### src/rtl/modbus_uart_tx_frame.sv
// Modbus RTU / UART frame transmitter.
// Reads payload bytes from an external frame buffer by index and sends them as UART
// characters: start bit, DATA_BITS data bits (LSB first), optional parity, STOP_BITS stop
// bits. CRC-16 can be appended (low byte first). The RS-485 driver enable is raised
// DE_GUARD bit periods before the first start bit and dropped DE_GUARD bit periods after
// the last stop bit. The t3.5 line silence can be held before completion is reported.
//
// Ports:
//   clk       system clock, all logic on the rising edge
//   rst       synchronous active-low reset
//   iStart    start-frame request, only honoured while idle
//   iNtxB     payload byte count (CRC excluded), latched at start; zero is ignored
//   iDataIn   frame buffer read data for address oByteCnt (1-cycle read latency allowed)
//   oByteCnt  frame buffer read address
//   oTx       serial line, idle high
//   oTxEn     RS-485 driver enable
//   oBusy     frame in progress
//   oDone     one-cycle completion pulse
module modbus_uart_tx_frame #(
  parameter int unsigned FCLK      = 10000,
  parameter int unsigned BRATE     = 115200,
  parameter int unsigned BUF_WIDTH = 8,
  parameter int unsigned DATA_BITS = 8,
  parameter int unsigned PARITY    = 0,
  parameter int unsigned STOP_BITS = 1,
  parameter int unsigned CRC_ENA   = 1,
  parameter logic [15:0] CRC_POLY  = 16'hA001,
  parameter int unsigned T35_ENA   = 1,
  parameter int unsigned DE_GUARD  = 1
) (
  input  logic                 clk,
  input  logic                 rst,
  input  logic                 iStart,
  input  logic [BUF_WIDTH:0]   iNtxB,
  input  logic [7:0]           iDataIn,
  output logic [BUF_WIDTH-1:0] oByteCnt,
  output logic                 oTx,
  output logic                 oTxEn,
  output logic                 oBusy,
  output logic                 oDone
);

  localparam int unsigned DIV       = (FCLK * 1000) / BRATE;
  localparam int unsigned CHAR_BITS = 1 + DATA_BITS + ((PARITY != 0) ? 1 : 0) + STOP_BITS;
  localparam int unsigned T35_BITS  = (7 * CHAR_BITS + 1) / 2;
  localparam int unsigned MAX_LEN   = (DE_GUARD > T35_BITS) ? DE_GUARD :
                                      ((T35_BITS > 8) ? T35_BITS : 8);
  localparam int unsigned TMR_W     = (DIV > 1) ? $clog2(DIV) : 1;
  localparam int unsigned CNT_W     = $clog2(MAX_LEN + 1);
  localparam int unsigned IDX_W     = BUF_WIDTH + 2;

  localparam logic [7:0]       DATA_MASK = (DATA_BITS == 7) ? 8'h7F : 8'hFF;
  localparam logic             ODD_PAR   = (PARITY == 1);
  localparam logic [IDX_W-1:0] CRC_CHARS = (CRC_ENA != 0) ? IDX_W'(2) : '0;

  localparam logic [3:0] StIdle  = 4'd0;
  localparam logic [3:0] StLead  = 4'd1;
  localparam logic [3:0] StLoad  = 4'd2;
  localparam logic [3:0] StStart = 4'd3;
  localparam logic [3:0] StData  = 4'd4;
  localparam logic [3:0] StPar   = 4'd5;
  localparam logic [3:0] StStop  = 4'd6;
  localparam logic [3:0] StNext  = 4'd7;
  localparam logic [3:0] StLag   = 4'd8;
  localparam logic [3:0] StT35   = 4'd9;
  localparam logic [3:0] StDone  = 4'd10;

  // Where to go when an optional phase is configured away.
  localparam logic [3:0] AfterLag   = (T35_ENA != 0) ? StT35 : StDone;
  localparam logic [3:0] AfterStart = (DE_GUARD != 0) ? StLead : StLoad;
  localparam logic [3:0] AfterLast  = (DE_GUARD != 0) ? StLag : AfterLag;
  localparam logic [3:0] AfterData  = (PARITY != 0) ? StPar : StStop;

  logic [3:0]           state_q, state_d;
  logic [TMR_W-1:0]     tmr_q, tmr_d;
  logic [CNT_W-1:0]     cnt_q, cnt_d;
  logic [IDX_W-1:0]     idx_q, idx_d;
  logic [BUF_WIDTH-1:0] addr_q, addr_d;
  logic [BUF_WIDTH:0]   n_q, n_d;
  logic [15:0]          crc_q, crc_d;
  logic [7:0]           sh_q, sh_d;
  logic                 par_q, par_d;

  // Reflected CRC-16 over one byte, all eight shift/xor steps unrolled.
  function automatic logic [15:0] crc_byte(input logic [15:0] c, input logic [7:0] b);
    logic [15:0] r;
    r = c ^ {8'h00, b};
    for (int i = 0; i < 8; i++) begin
      r = r[0] ? ((r >> 1) ^ CRC_POLY) : (r >> 1);
    end
    return r;
  endfunction

  logic                 tick;
  logic                 timed;
  logic [CNT_W-1:0]     last_cnt;
  logic [3:0]           nxt_timed;
  logic [IDX_W-1:0]     nxt_idx;
  logic [IDX_W-1:0]     n_ext;
  logic [IDX_W-1:0]     total;
  logic [BUF_WIDTH:0]   n_m1;
  logic [7:0]           char_sel;
  logic [7:0]           char_masked;

  assign tick    = (tmr_q == TMR_W'(DIV - 1));
  assign nxt_idx = idx_q + 1'b1;
  assign n_ext   = {1'b0, n_q};
  assign total   = n_ext + CRC_CHARS;
  assign n_m1    = n_q - 1'b1;

  always_comb begin
    char_sel = iDataIn;
    if (idx_q == n_ext) begin
      char_sel = crc_q[7:0];
    end else if (idx_q > n_ext) begin
      char_sel = crc_q[15:8];
    end
    char_masked = char_sel & DATA_MASK;
  end

  always_comb begin
    state_d   = state_q;
    tmr_d     = tmr_q;
    cnt_d     = cnt_q;
    idx_d     = idx_q;
    addr_d    = addr_q;
    n_d       = n_q;
    crc_d     = crc_q;
    sh_d      = sh_q;
    par_d     = par_q;
    timed     = 1'b0;
    last_cnt  = '0;
    nxt_timed = StIdle;

    unique case (state_q)
      StIdle: begin
        if (iStart && (iNtxB != '0)) begin
          n_d     = iNtxB;
          crc_d   = 16'hFFFF;
          idx_d   = '0;
          addr_d  = '0;
          tmr_d   = '0;
          cnt_d   = '0;
          state_d = AfterStart;
        end
      end
      StLead: begin
        timed     = 1'b1;
        last_cnt  = CNT_W'(DE_GUARD - 1);
        nxt_timed = StLoad;
      end
      StLoad: begin
        if (idx_q < n_ext) begin
          crc_d = crc_byte(crc_q, iDataIn);
        end
        sh_d  = char_masked;
        par_d = (^char_masked) ^ ODD_PAR;
        // Prefetch the next buffer address now so it is stable for a whole character
        // before the next load; it parks on the last payload byte during the CRC bytes.
        if (nxt_idx < n_ext) begin
          addr_d = nxt_idx[BUF_WIDTH-1:0];
        end else begin
          addr_d = n_m1[BUF_WIDTH-1:0];
        end
        tmr_d   = '0;
        cnt_d   = '0;
        state_d = StStart;
      end
      StStart: begin
        timed     = 1'b1;
        last_cnt  = '0;
        nxt_timed = StData;
      end
      StData: begin
        timed     = 1'b1;
        last_cnt  = CNT_W'(DATA_BITS - 1);
        nxt_timed = AfterData;
        if (tick) begin
          sh_d = sh_q >> 1;
        end
      end
      StPar: begin
        timed     = 1'b1;
        last_cnt  = '0;
        nxt_timed = StStop;
      end
      StStop: begin
        timed     = 1'b1;
        last_cnt  = CNT_W'(STOP_BITS - 1);
        nxt_timed = StNext;
      end
      StNext: begin
        idx_d   = nxt_idx;
        tmr_d   = '0;
        cnt_d   = '0;
        state_d = (nxt_idx < total) ? StLoad : AfterLast;
      end
      StLag: begin
        timed     = 1'b1;
        last_cnt  = CNT_W'(DE_GUARD - 1);
        nxt_timed = AfterLag;
      end
      StT35: begin
        timed     = 1'b1;
        last_cnt  = CNT_W'(T35_BITS - 1);
        nxt_timed = StDone;
      end
      StDone: begin
        idx_d   = '0;
        addr_d  = '0;
        state_d = StIdle;
      end
      default: begin
        state_d = StIdle;
      end
    endcase

    // Shared bit-period timing for every state that lasts a whole number of bit periods.
    if (timed) begin
      if (tick) begin
        tmr_d = '0;
        if (cnt_q == last_cnt) begin
          cnt_d   = '0;
          state_d = nxt_timed;
        end else begin
          cnt_d = cnt_q + 1'b1;
        end
      end else begin
        tmr_d = tmr_q + 1'b1;
      end
    end
  end

  always_ff @(posedge clk) begin
    if (!rst) begin
      state_q <= StIdle;
      tmr_q   <= '0;
      cnt_q   <= '0;
      idx_q   <= '0;
      addr_q  <= '0;
      n_q     <= '0;
      crc_q   <= 16'hFFFF;
      sh_q    <= '0;
      par_q   <= 1'b0;
    end else begin
      state_q <= state_d;
      tmr_q   <= tmr_d;
      cnt_q   <= cnt_d;
      idx_q   <= idx_d;
      addr_q  <= addr_d;
      n_q     <= n_d;
      crc_q   <= crc_d;
      sh_q    <= sh_d;
      par_q   <= par_d;
    end
  end

  always_comb begin
    oTx = 1'b1;
    unique case (state_q)
      StStart: oTx = 1'b0;
      StData:  oTx = sh_q[0];
      StPar:   oTx = par_q;
      default: oTx = 1'b1;
    endcase
  end

  assign oTxEn    = (state_q != StIdle) && (state_q != StT35) && (state_q != StDone);
  assign oBusy    = (state_q != StIdle) && (state_q != StDone);
  assign oDone    = (state_q == StDone);
  assign oByteCnt = addr_q;

endmodule

### config.mk
export PLATFORM = sky130hd
export DESIGN_NAME = modbus_uart_tx_frame
export DESIGN_NICKNAME = d
export VERILOG_FILES = /design/src/rtl/modbus_uart_tx_frame.sv
export SDC_FILE = /design/constraint.sdc
export NUM_CORES = 1
export LEC_CHECK = 0
export CORE_ASPECT_RATIO = 1.5
export CORE_MARGIN = 2
export CORE_UTILIZATION = 44
export DETAILED_ROUTE_END_ITERATION = 8
export PLACE_DENSITY_LB_ADDON = 0.08
export SETUP_SLACK_MARGIN = 0.05
export SLEW_MARGIN = 0
export SYNTH_ARGS = -nofsm -noshare
export SYNTH_HDL_FRONTEND = slang
export SYNTH_SLANG_ARGS = --single-unit
### constraint.sdc
create_clock -name clk -period 3.5 [get_ports clk]
set_clock_uncertainty 0.1 [all_clocks]
set_input_delay 0.875 -clock clk [delete_from_list [all_inputs] [get_ports clk]]
set_output_delay 0.875 -clock clk [all_outputs]
set_load 0.03 [all_outputs]
# After elaboration in Yosys (flattened, before gate mapping)
# Index checks and enable logic that the tools add are counted.
[word_totals] reg_bits=69 inputBits=20 out_inout_bits=12 word_cells=107
[classes] add_sub_neg=5 order_cmp=4 eq_ne=19 mux=39 bitwise=9 n_reduce_logical=22
[ops] operator="16-bit 2-to-1 mux" count=10
[ops] operator="8-bit 2-to-1 mux" count=5
[ops] operator="16-bit case mux with 2 select lines" count=1
[ops] operator="10-bit case mux with 3 select lines" count=1
[ops] operator="6-bit 2-to-1 mux" count=4
[ops] operator="2-bit inverter with 3-bit output" count=8
[ops] operator="4-bit case mux with 6 select lines" count=1
[ops] operator="6-bit case mux with 2 select lines" count=2
[ops] operator="8-bit case mux with 3 select lines" count=1
[ops] operator="7-bit 2-to-1 mux" count=3
[ops] operator="10-bit by 9-bit < comparator with 1-bit output" count=2
[ops] operator="4-bit 2-to-1 mux" count=5
[ops] operator="4-bit by 3-bit equality test with 1-bit output, second input constant" count=4
[ops] operator="4-bit case mux with 4 select lines" count=1
[ops] operator="8-bit case mux with 2 select lines" count=1
[ops] operator="16-bit by 8-bit bitwise XOR with 16-bit output" count=1
[ops] operator="7-bit case mux with 2 select lines" count=1
[ops] operator="4-bit equality test, second input constant" count=3
[ops] operator="10-bit by 1-bit adder with 10-bit output, second input constant" count=1
[ops] operator="9-bit by 2-bit adder with 10-bit output, second input constant" count=1
[ops] operator="10-bit by 9-bit equality test with 1-bit output" count=1
[ops] operator="10-bit by 9-bit > comparator with 1-bit output" count=1
[ops] operator="10-bit < comparator" count=1
[ops] operator="10-bit 2-to-1 mux" count=1
[ops] operator="other kinds (23)" count=38

# Logic depth before layout (Yosys ltp)
# Gate-level depths: netlist of the first run.
[depth] word_depth=19 mapped_depth=13

# Worst setup path before layout of the first run
# Ideal clock, no wire load.
[synth_path] path_type="reg-to-reg" start="register idx_q[0]" end="register addr_q[0] (netlist: oByteCnt[0])" setup_ns=0.124 t_arrival_ns=2.899 t_required_ns=3.276 slack_ns=0.377 path_stages_with_launch=12 period_less_slack_ns=3.123 path_cell_list="dfxtp_1 ha_1 and3_1 nand3_1 or2_2 xnor2_1 ha_1 nand3_1 a21oi_1 a2111oi_4 mux2i_1 o21ai_0"
[synth_via] elab_chain_len=4
[synth_lines] item="from (decl)" line="77" source="logic [IDX_W-1:0] idx_q, idx_d;"
[synth_lines] item="from (signal assigned)" line="249" source="idx_q <= idx_d;"
[synth_lines] item="10-bit by 1-bit adder with 10-bit output (*)" line="106" source="assign nxt_idx = idx_q + 1'b1;"
[synth_lines] item="10-bit by 9-bit < comparator with 1-bit output" line="160" source="if (nxt_idx < n_ext) begin"
[synth_lines] item="8-bit 2-to-1 mux (*)" line="160"
[synth_lines] item="8-bit case mux with 3 select lines (*)" line="135" source="unique case (state_q)"
[synth_lines] item="to (signal assigned)" line="250" source="addr_q <= addr_d;"
[synth_lines] item="to (decl)" line="78" source="logic [BUF_WIDTH-1:0] addr_q, addr_d;"
# Mark *: on every way between the ends. The rest lies on a longest branch, timed or not.
# A chain may end at the register's enable or synchronous reset.

# Worst setup path after layout of the first run
[layout_path] start="register state_q[3]" end="output port oTxEn"
[layout_via] elab_chain_len=3 elab_cells_between_ends=5 cone_classes="eq/ne: 2; reduce/logical: 3"
[layout_lines] item="from (decl)" line="74" source="logic [3:0] state_q, state_d;"
[layout_lines] item="from (signal assigned)" line="236" source="state_q <= StIdle;"
[layout_lines] item="from (signal assigned)" line="246" source="state_q <= state_d;"
[layout_lines] item="4-bit != test / 4-bit nonzero test (equally long branches)" line="268" source="assign oTxEn = (state_q != StIdle) && (state_q != StT35) && (state_q != StDone);"
[layout_lines] item="1-bit logical AND" line="268"
[layout_lines] item="1-bit logical AND (*)" line="268"
[layout_lines] item="to (decl)" line="38" source="output logic oTxEn,"
# Marks and branches as above.

==> flow_summary_export.csv, run 1 <==
group,metric,value,unit
sta,fmax,304,MHz
clocking,insertion_delay,340,ps
logic_synthesis,synthFlopType,"dfxtp_1",
logic_synthesis,ys_top_cells_by_count,"69 x dfxtp_1, 67 x nand2_1, 56 x nor2_1",
clocking,cts_resized,0,
critical_path,required,2520,ps
sta,finalCritPeriodShare,0.940,
global_routing,grt_antenna_before_repair,0,
clocking,post_cts_buffers,0,
logic_synthesis,syn_area,4560,sq um
floorplan,initial_core_util,0.450,
pwr,switching_power,603,uW
logic_synthesis,synth_top_area_cell,"dfxtp_1",
pwr,peakVddDrop,0.308,mV
placement,dp_hpwl,8540,um
sta,hold_violations,0,
routing,drt_first_iter_violations,186,
clocking,cts_made_buffers,9,
critical_path,worstSetupPathType,"reg -> out",
global_routing,grt_overflow_total,0,
pwr,clkPwrFrac,0.446,
logic_synthesis,synthTopCellsByArea,"dfxtp_1 30%, ha_1 9.6%, xnor2_1 6.7%",
clocking,h-tree-depth,3,
logic_synthesis,synth-seq-cells,69,
sta,worst_slack,211,ps
pwr,p_seq_frac,0.350,
logic_synthesis,yosys_warnings,0,
sta,worst_slew_pin_slew,1040,ps
placement,io_buffer_count,31,
sta,slew_violations,0,
sta,fin_setup_tns,0,ps
pwr,p_int,1.70,mW
clocking,clkTransAtPathRegs,60,ps
pwr,power_density,423,nW/um^2
placement,place_inst,718,
floorplan,die_area,11200,sq um
logic_synthesis,seq_area_frac_synth,0.303,
routing,drt-total-wl,11500,um
floorplan,row_count,45,
floorplan,pin_count,32,
sta,rsz0062_at_grt,"no",
logic_synthesis,yosys.area.top_type_share,0.303,
pwr,leakagePower,2.27,nW
clocking,root_buffer,"clkbuf_16",
global_routing,grt_pass1_vias,4013,
logic_synthesis,avgSynthCellArea,8.00,sq um
routing,routed_via_density,5.56,
critical_path,critPathArrivalTime,2310,ps
pwr,sw_frac_of_total,0.262,
global_routing,grt_pass1_wl,19200,um
critical_path,cp-start-kind,"register",
floorplan,coreArea,10100,sq um
worst_hold_path,hold_class,"reg -> reg",
logic_synthesis,syn_inst,570,
pwr,p_comb_frac,0.204,
floorplan,die_width,87.1,um
cells_and_area,area_growth,19.4,%
clocking,postCtsHoldBufs,0,
critical_path,end_kind,"primary output",
clocking,cts.sinks,69,
routing,first_pass_iters,4,
cells_and_area,layout-drive-gt1-share,0.0958,
global_routing,grt_max_degree,42,
cells_and_area,antenna_cells,0,
sta,fin_crit,3290,ps
logic_synthesis,postSynth.asyncResetShare,0,
sta,setup_viol,0,
critical_path,critPathMaxFanout,17,
logic_synthesis,syn_nets,625,
floorplan,dieHeight,129,um
job,drv_cap,0,
cells_and_area,nNetsFinal,667,
status,status,"finished, final reports clean",
global_routing,gr-usage-all-layers,0.218,
sta,relSlewSlack,0.305,
critical_path,slowest_stage,"clkdlybuf4s50_1",
clocking,cts_tree,"built",
critical_path,slowest_delay,710,ps
routing,drc,0,
logic_synthesis,synth_cell_types,58,
routing,wl_per_cell,15.6,um
placement,gp_congestion,0.832,
cells_and_area,fin_cells,733,
routing,vias,4074,
placement,dp_slack,155,ps
clocking,cts_buffer_depth,2,
critical_path,crit_chain,"or2_2 -> a211o_1 -> a21boi_0 -> clkdlybuf4s50_1",
routing,ant_nets,0,
logic_synthesis,yosysMostFrequentCell,"dfxtp_1",
logic_synthesis,synth_edf_count,0,
## stage by stage
step	area, sq um	power, mW	hold slack (ps)	utilization
final	5450	2.30	349	0.537
after global routing	5450	2.41	376	0.537
after CTS	5430	2.32	353	0.535
after detailed placement	5090	1.28	341	0.502
after global placement	5090	1.28	337	0.502
after floorplan	4560	1.16	345	-
## critical path: cells and delay by family, from the launching register on
| kind | cells | cell delay, ps |
|---|---|---|
| and+or+nand+nor | 1 | 220 |
| AOI/OAI and AO/OA | 2 | 350 |
| DFF | 1 | 700 |
| buffers and inverters | 1 | 710 |
## power groups by stage
stage                     combinational (mW)  clock [mW]  sequential (mW)
after floorplan                        0.344           0            0.819
after global placement                 0.456           0            0.823
after detailed placement               0.461           0            0.823
after CTS                              0.464        1.05            0.806
after global routing                   0.521        1.08            0.808
final                                  0.469        1.03            0.806
## cell usage in the layout (no fill, tap or decap), types with 5 or more instances in the layout
cell / instances
dfxtp_1: 68
nand2_1: 67
nor2_1: 56
o21ai_0: 44
a21oi_1: 36
ha_1: 35
xnor2_1: 34
clkdlybuf4s50_1: 31
nor3_1: 28
nand3_1: 24
buf_4: 24
inv_1: 21
mux2i_1: 16
a22oi_1: 10
xor2_1: 10
clkbuf_16: 9
and3_1: 7
a21o_1: 7
nor2b_1: 5
nor3b_1: 5
mux2_2: 5
## registers in the layout, indices dropped and copies added, names as in the netlist
signal and cells:
state_q 4, par_q 1, idx_q 10, sh_q 8
oByteCnt 8, tmr_q 7, n_q 9, crc_q 16
cnt_q 6
## logic make-up after synthesis
kind of cell,after synthesis,share of synthesized area
and+or+nand+nor,219,0.227
AOI/OAI and AO/OA,130,0.182
DFF,69,0.303
xor gates and xnor gates,47,0.0963
buffers and inverters,46,0.0417
adders and majority gates,35,0.0960
muxes,24,0.0543
## routing by layer
metal,up-vias,part of all wire,track usage
met2,59,0.52,0.391
li1,2090,-,-
met5,-,0,0
met3,21,0.024,0.0372
met1,1904,0.43,0.251
met4,0,0.026,0.0905
## final cells by class
class / instances / area (sq um)
clock buffers: 12 / 267
clock inverters: 3 / 67.6
fillers: 979 / 4690
inverters: 22 / 82.6
multi-input cells: 455 / 3010
flip-flops and latches: 69 / 1380
well taps: 117 / 146
repair buffers: 55 / 490
## worst paths after layout
check,start,to,slack (ps),depth (start not counted)
setup / recovery,state_q[3],oTxEn,210,4
hold / removal,oByteCnt[5],oByteCnt[5],350,2
setup reg to reg,n_q[3],par_q,220,11
hold reg to reg,oByteCnt[5],oByteCnt[5],350,2
Note: power is estimated with default switching activity, not from simulation.
==> inputs of run 2 (changes only) <==
--- a/config.mk
+++ b/config.mk
@@ -15,3 +15,4 @@
 export SYNTH_ARGS = -nofsm -noshare
 export SYNTH_HDL_FRONTEND = slang
 export SYNTH_SLANG_ARGS = --single-unit
+export TNS_END_PERCENT = 1
==> results of run 2 <==
Final layout, timing and power as in run 1 (identical DEF).
==> inputs of run 3 (changes only) <==
--- a/config.mk
+++ b/config.mk
@@ -9,6 +9,7 @@
 export CORE_MARGIN = 2
 export CORE_UTILIZATION = 44
 export DETAILED_ROUTE_END_ITERATION = 8
+export GPL_TIMING_DRIVEN = 0
 export PLACE_DENSITY_LB_ADDON = 0.08
 export SETUP_SLACK_MARGIN = 0.05
 export SLEW_MARGIN = 0
==> constraint.sdc (replaced) <==
create_clock -name clk -period 4 [get_ports clk]
set_clock_uncertainty 0.1 [all_clocks]
set_input_delay 1 -clock clk [delete_from_list [all_inputs] [get_ports clk]]
set_output_delay 1 -clock clk [all_outputs]
set_load 0.03 [all_outputs]
==> flow_summary_export.csv, run 3 (synthesis gave the netlist of run 1 again) <==
group,metric,value,unit
placement,gp_congestion,0.865,
floorplan,coreArea,10100,sq um
cells_and_area,final_common_cell,"dfxtp_1",
routing,first_pass_iters,5,
clocking,insertion_delay,340,ps
critical_path,slowest_delay,780,ps
global_routing,grt_overflow_total,0,
global_routing,grt_max_degree,13,
sta,fmax,275,MHz
routing,routed.top_layer,"met4",
sta,rsz0062_at_grt,"no",
global_routing,grt_pass1_wl,19600,um
placement,dp_hpwl,9030,um
routing,vias,4159,
critical_path,crit_chain,"ha_1 -> and3_1 -> nand3_1 -> or2_2 -> xnor2_1 -> ha_1 -> nand3_1 -> a21oi_1 -> a2111oi_4 -> mux2i_1 -> o21ai_0",
sta,slew_violations,0,
placement,io_buffer_count,31,
cells_and_area,antenna_cells,0,
sta,fin_crit,3630,ps
cells_and_area,post-route-util,0.524,
sta,hold_violations,0,
cells_and_area,fin_cells,734,
cells_and_area,top_register,"crc_q",
critical_path,required,4110,ps
clocking,cts_made_buffers,9,
worst_hold_path,hold_class,"reg -> reg",
placement,place_inst,718,
floorplan,die_width,87.1,um
critical_path,critPathMaxFanout,8,
cells_and_area,largest_reg_flops,16,
floorplan,initial_core_util,0.450,
floorplan,die_area,11200,sq um
placement,dp_slack,-273,ps
sta,worst_slack,367,ps
routing,wl_per_cell,16.0,um
routing,drc,0,
critical_path,rrSetupSlack,370,ps
cells_and_area,nNetsFinal,667,
clocking,clkTransAtPathRegs,60,ps
sta,setup_viol,0,
routing,wl_met3,292,um
global_routing,grt_pass1_vias,4075,
global_routing,gr-usage-all-layers,0.223,
cells_and_area,area_growth,16.4,%
clocking,cts_tree,"built",
floorplan,dieHeight,129,um
sta,holdWs,352,ps
routing,drt-total-wl,11700,um
clocking,cts.sinks,69,
floorplan,pin_count,32,
status,status,"finished, final reports clean",
cells_and_area,top_regs,"crc_q (16), idx_q (10), n_q (9)",
critical_path,end_kind,"register",
routing,wl_met1,4860,um
pwr,power_density,349,nW/um^2
clocking,h-tree-depth,3,
routing,wl_met2,6190,um
sta,finalCritPeriodShare,0.908,
cells_and_area,fin_area,5310,sq um
routing,ant_nets,0,
floorplan,row_count,45,
placement,place_area,5020,sq um
critical_path,worstSetupPathType,"reg -> reg",
job,drv_cap,0,
critical_path,cp-start-kind,"register",
cells_and_area,layout-drive-gt1-share,0.0632,
critical_path,slowest_stage,"a2111oi_4",
clocking,cts_buffer_depth,2,
routing,routed_via_density,5.67,
critical_path,critPathArrivalTime,3740,ps
sta,worst_slew_pin_slew,1110,ps
routing,drt_first_iter_violations,161,
clocking,postCtsHoldBufs,0,
clocking,post_cts_buffers,0,
pwr,leakagePower,2.17,nW
clocking,root_buffer,"clkbuf_16",
pwr,peakVddDrop,0.210,mV
cells_and_area,layout_common_cells,"69 x dfxtp_1, 67 x nand2_1, 56 x nor2_1, 44 x o21ai_0, 36 x a21oi_1",
sta,relSlewSlack,0.255,
global_routing,grt_antenna_before_repair,0,
run 3: cell types whose count changed in the layout (fill, tap and decap cells not counted), moves of 2 or more:
cell / before / now
buf_4: 24 / 1
mux2i_1: 16 / 18
mux2i_2: 2 / 0
bufinv_16: 2 / 0
buf_2: 0 / 5
clkinvlp_4: 1 / 3
clkbuf_8: 3 / 1
clkbuf_1: 0 / 18
run 3: cell type report:
class                      instances  area [sq um]
fill                             991          4820
timing repair buffer              31           310
inverter                          22          82.6
clock buffer                      11           243
tap                              117           146
multi-input combinational        455          3000
sequential                        69          1380
buffer                            24           108
clock inverter                     5          36.3
run 3: path summary, 6_finish.rpt:
path,from,end,cells after the start
worst max-delay path,idx_q[0],oByteCnt[5],11
worst min-delay path,oByteCnt[7],oByteCnt[7],2
worst max register to register,idx_q[0],oByteCnt[5],11
worst min register to register,oByteCnt[7],oByteCnt[7],2
run 3: metrics by stage:
| step | power [mW] | TNS (ps) |
|---|---|---|
| after global routing | 1.94 | 0 |
| final | 1.85 | 0 |
| after global placement | 1.11 | -7590 |
| after floorplan | 1.02 | 0 |
| after CTS | 1.87 | 0 |
| after detailed placement | 1.12 | -4120 |
run 3: worst max-delay path, delay by kind of cell, from the launching register on:
| family | cells | cell delay [ps] |
|---|---|---|
| muxes | 1 | 260 |
| adders and majority gates | 2 | 630 |
| xor gates and xnor gates | 1 | 270 |
| AOI/OAI and AO/OA | 3 | 930 |
| and+or+nand+nor | 4 | 820 |
| DFF | 1 | 490 |
run 3: repair_timing:
action	CTS	global route
endpoints found under the hold margin	0	0
setup endpoints to repair	0	19
resized for setup	0	1
run 3: per-layer routing:
metal,up-vias,track usage
met4,0,0.121
met1,1972,0.243
met3,23,0.0321
met5,-,0
met2,66,0.407
li1,2098,-
run 3: report_power, final:
| part | leakage, nW | internal (mW) | total [mW] | switching, mW |
|---|---|---|---|---|
| logic | 1.48 | 0.186 | 0.399 | 0.213 |
| registers | 0.558 | 0.695 | 0.704 | 0.00856 |
| clock network | 0.128 | 0.436 | 0.750 | 0.314 |
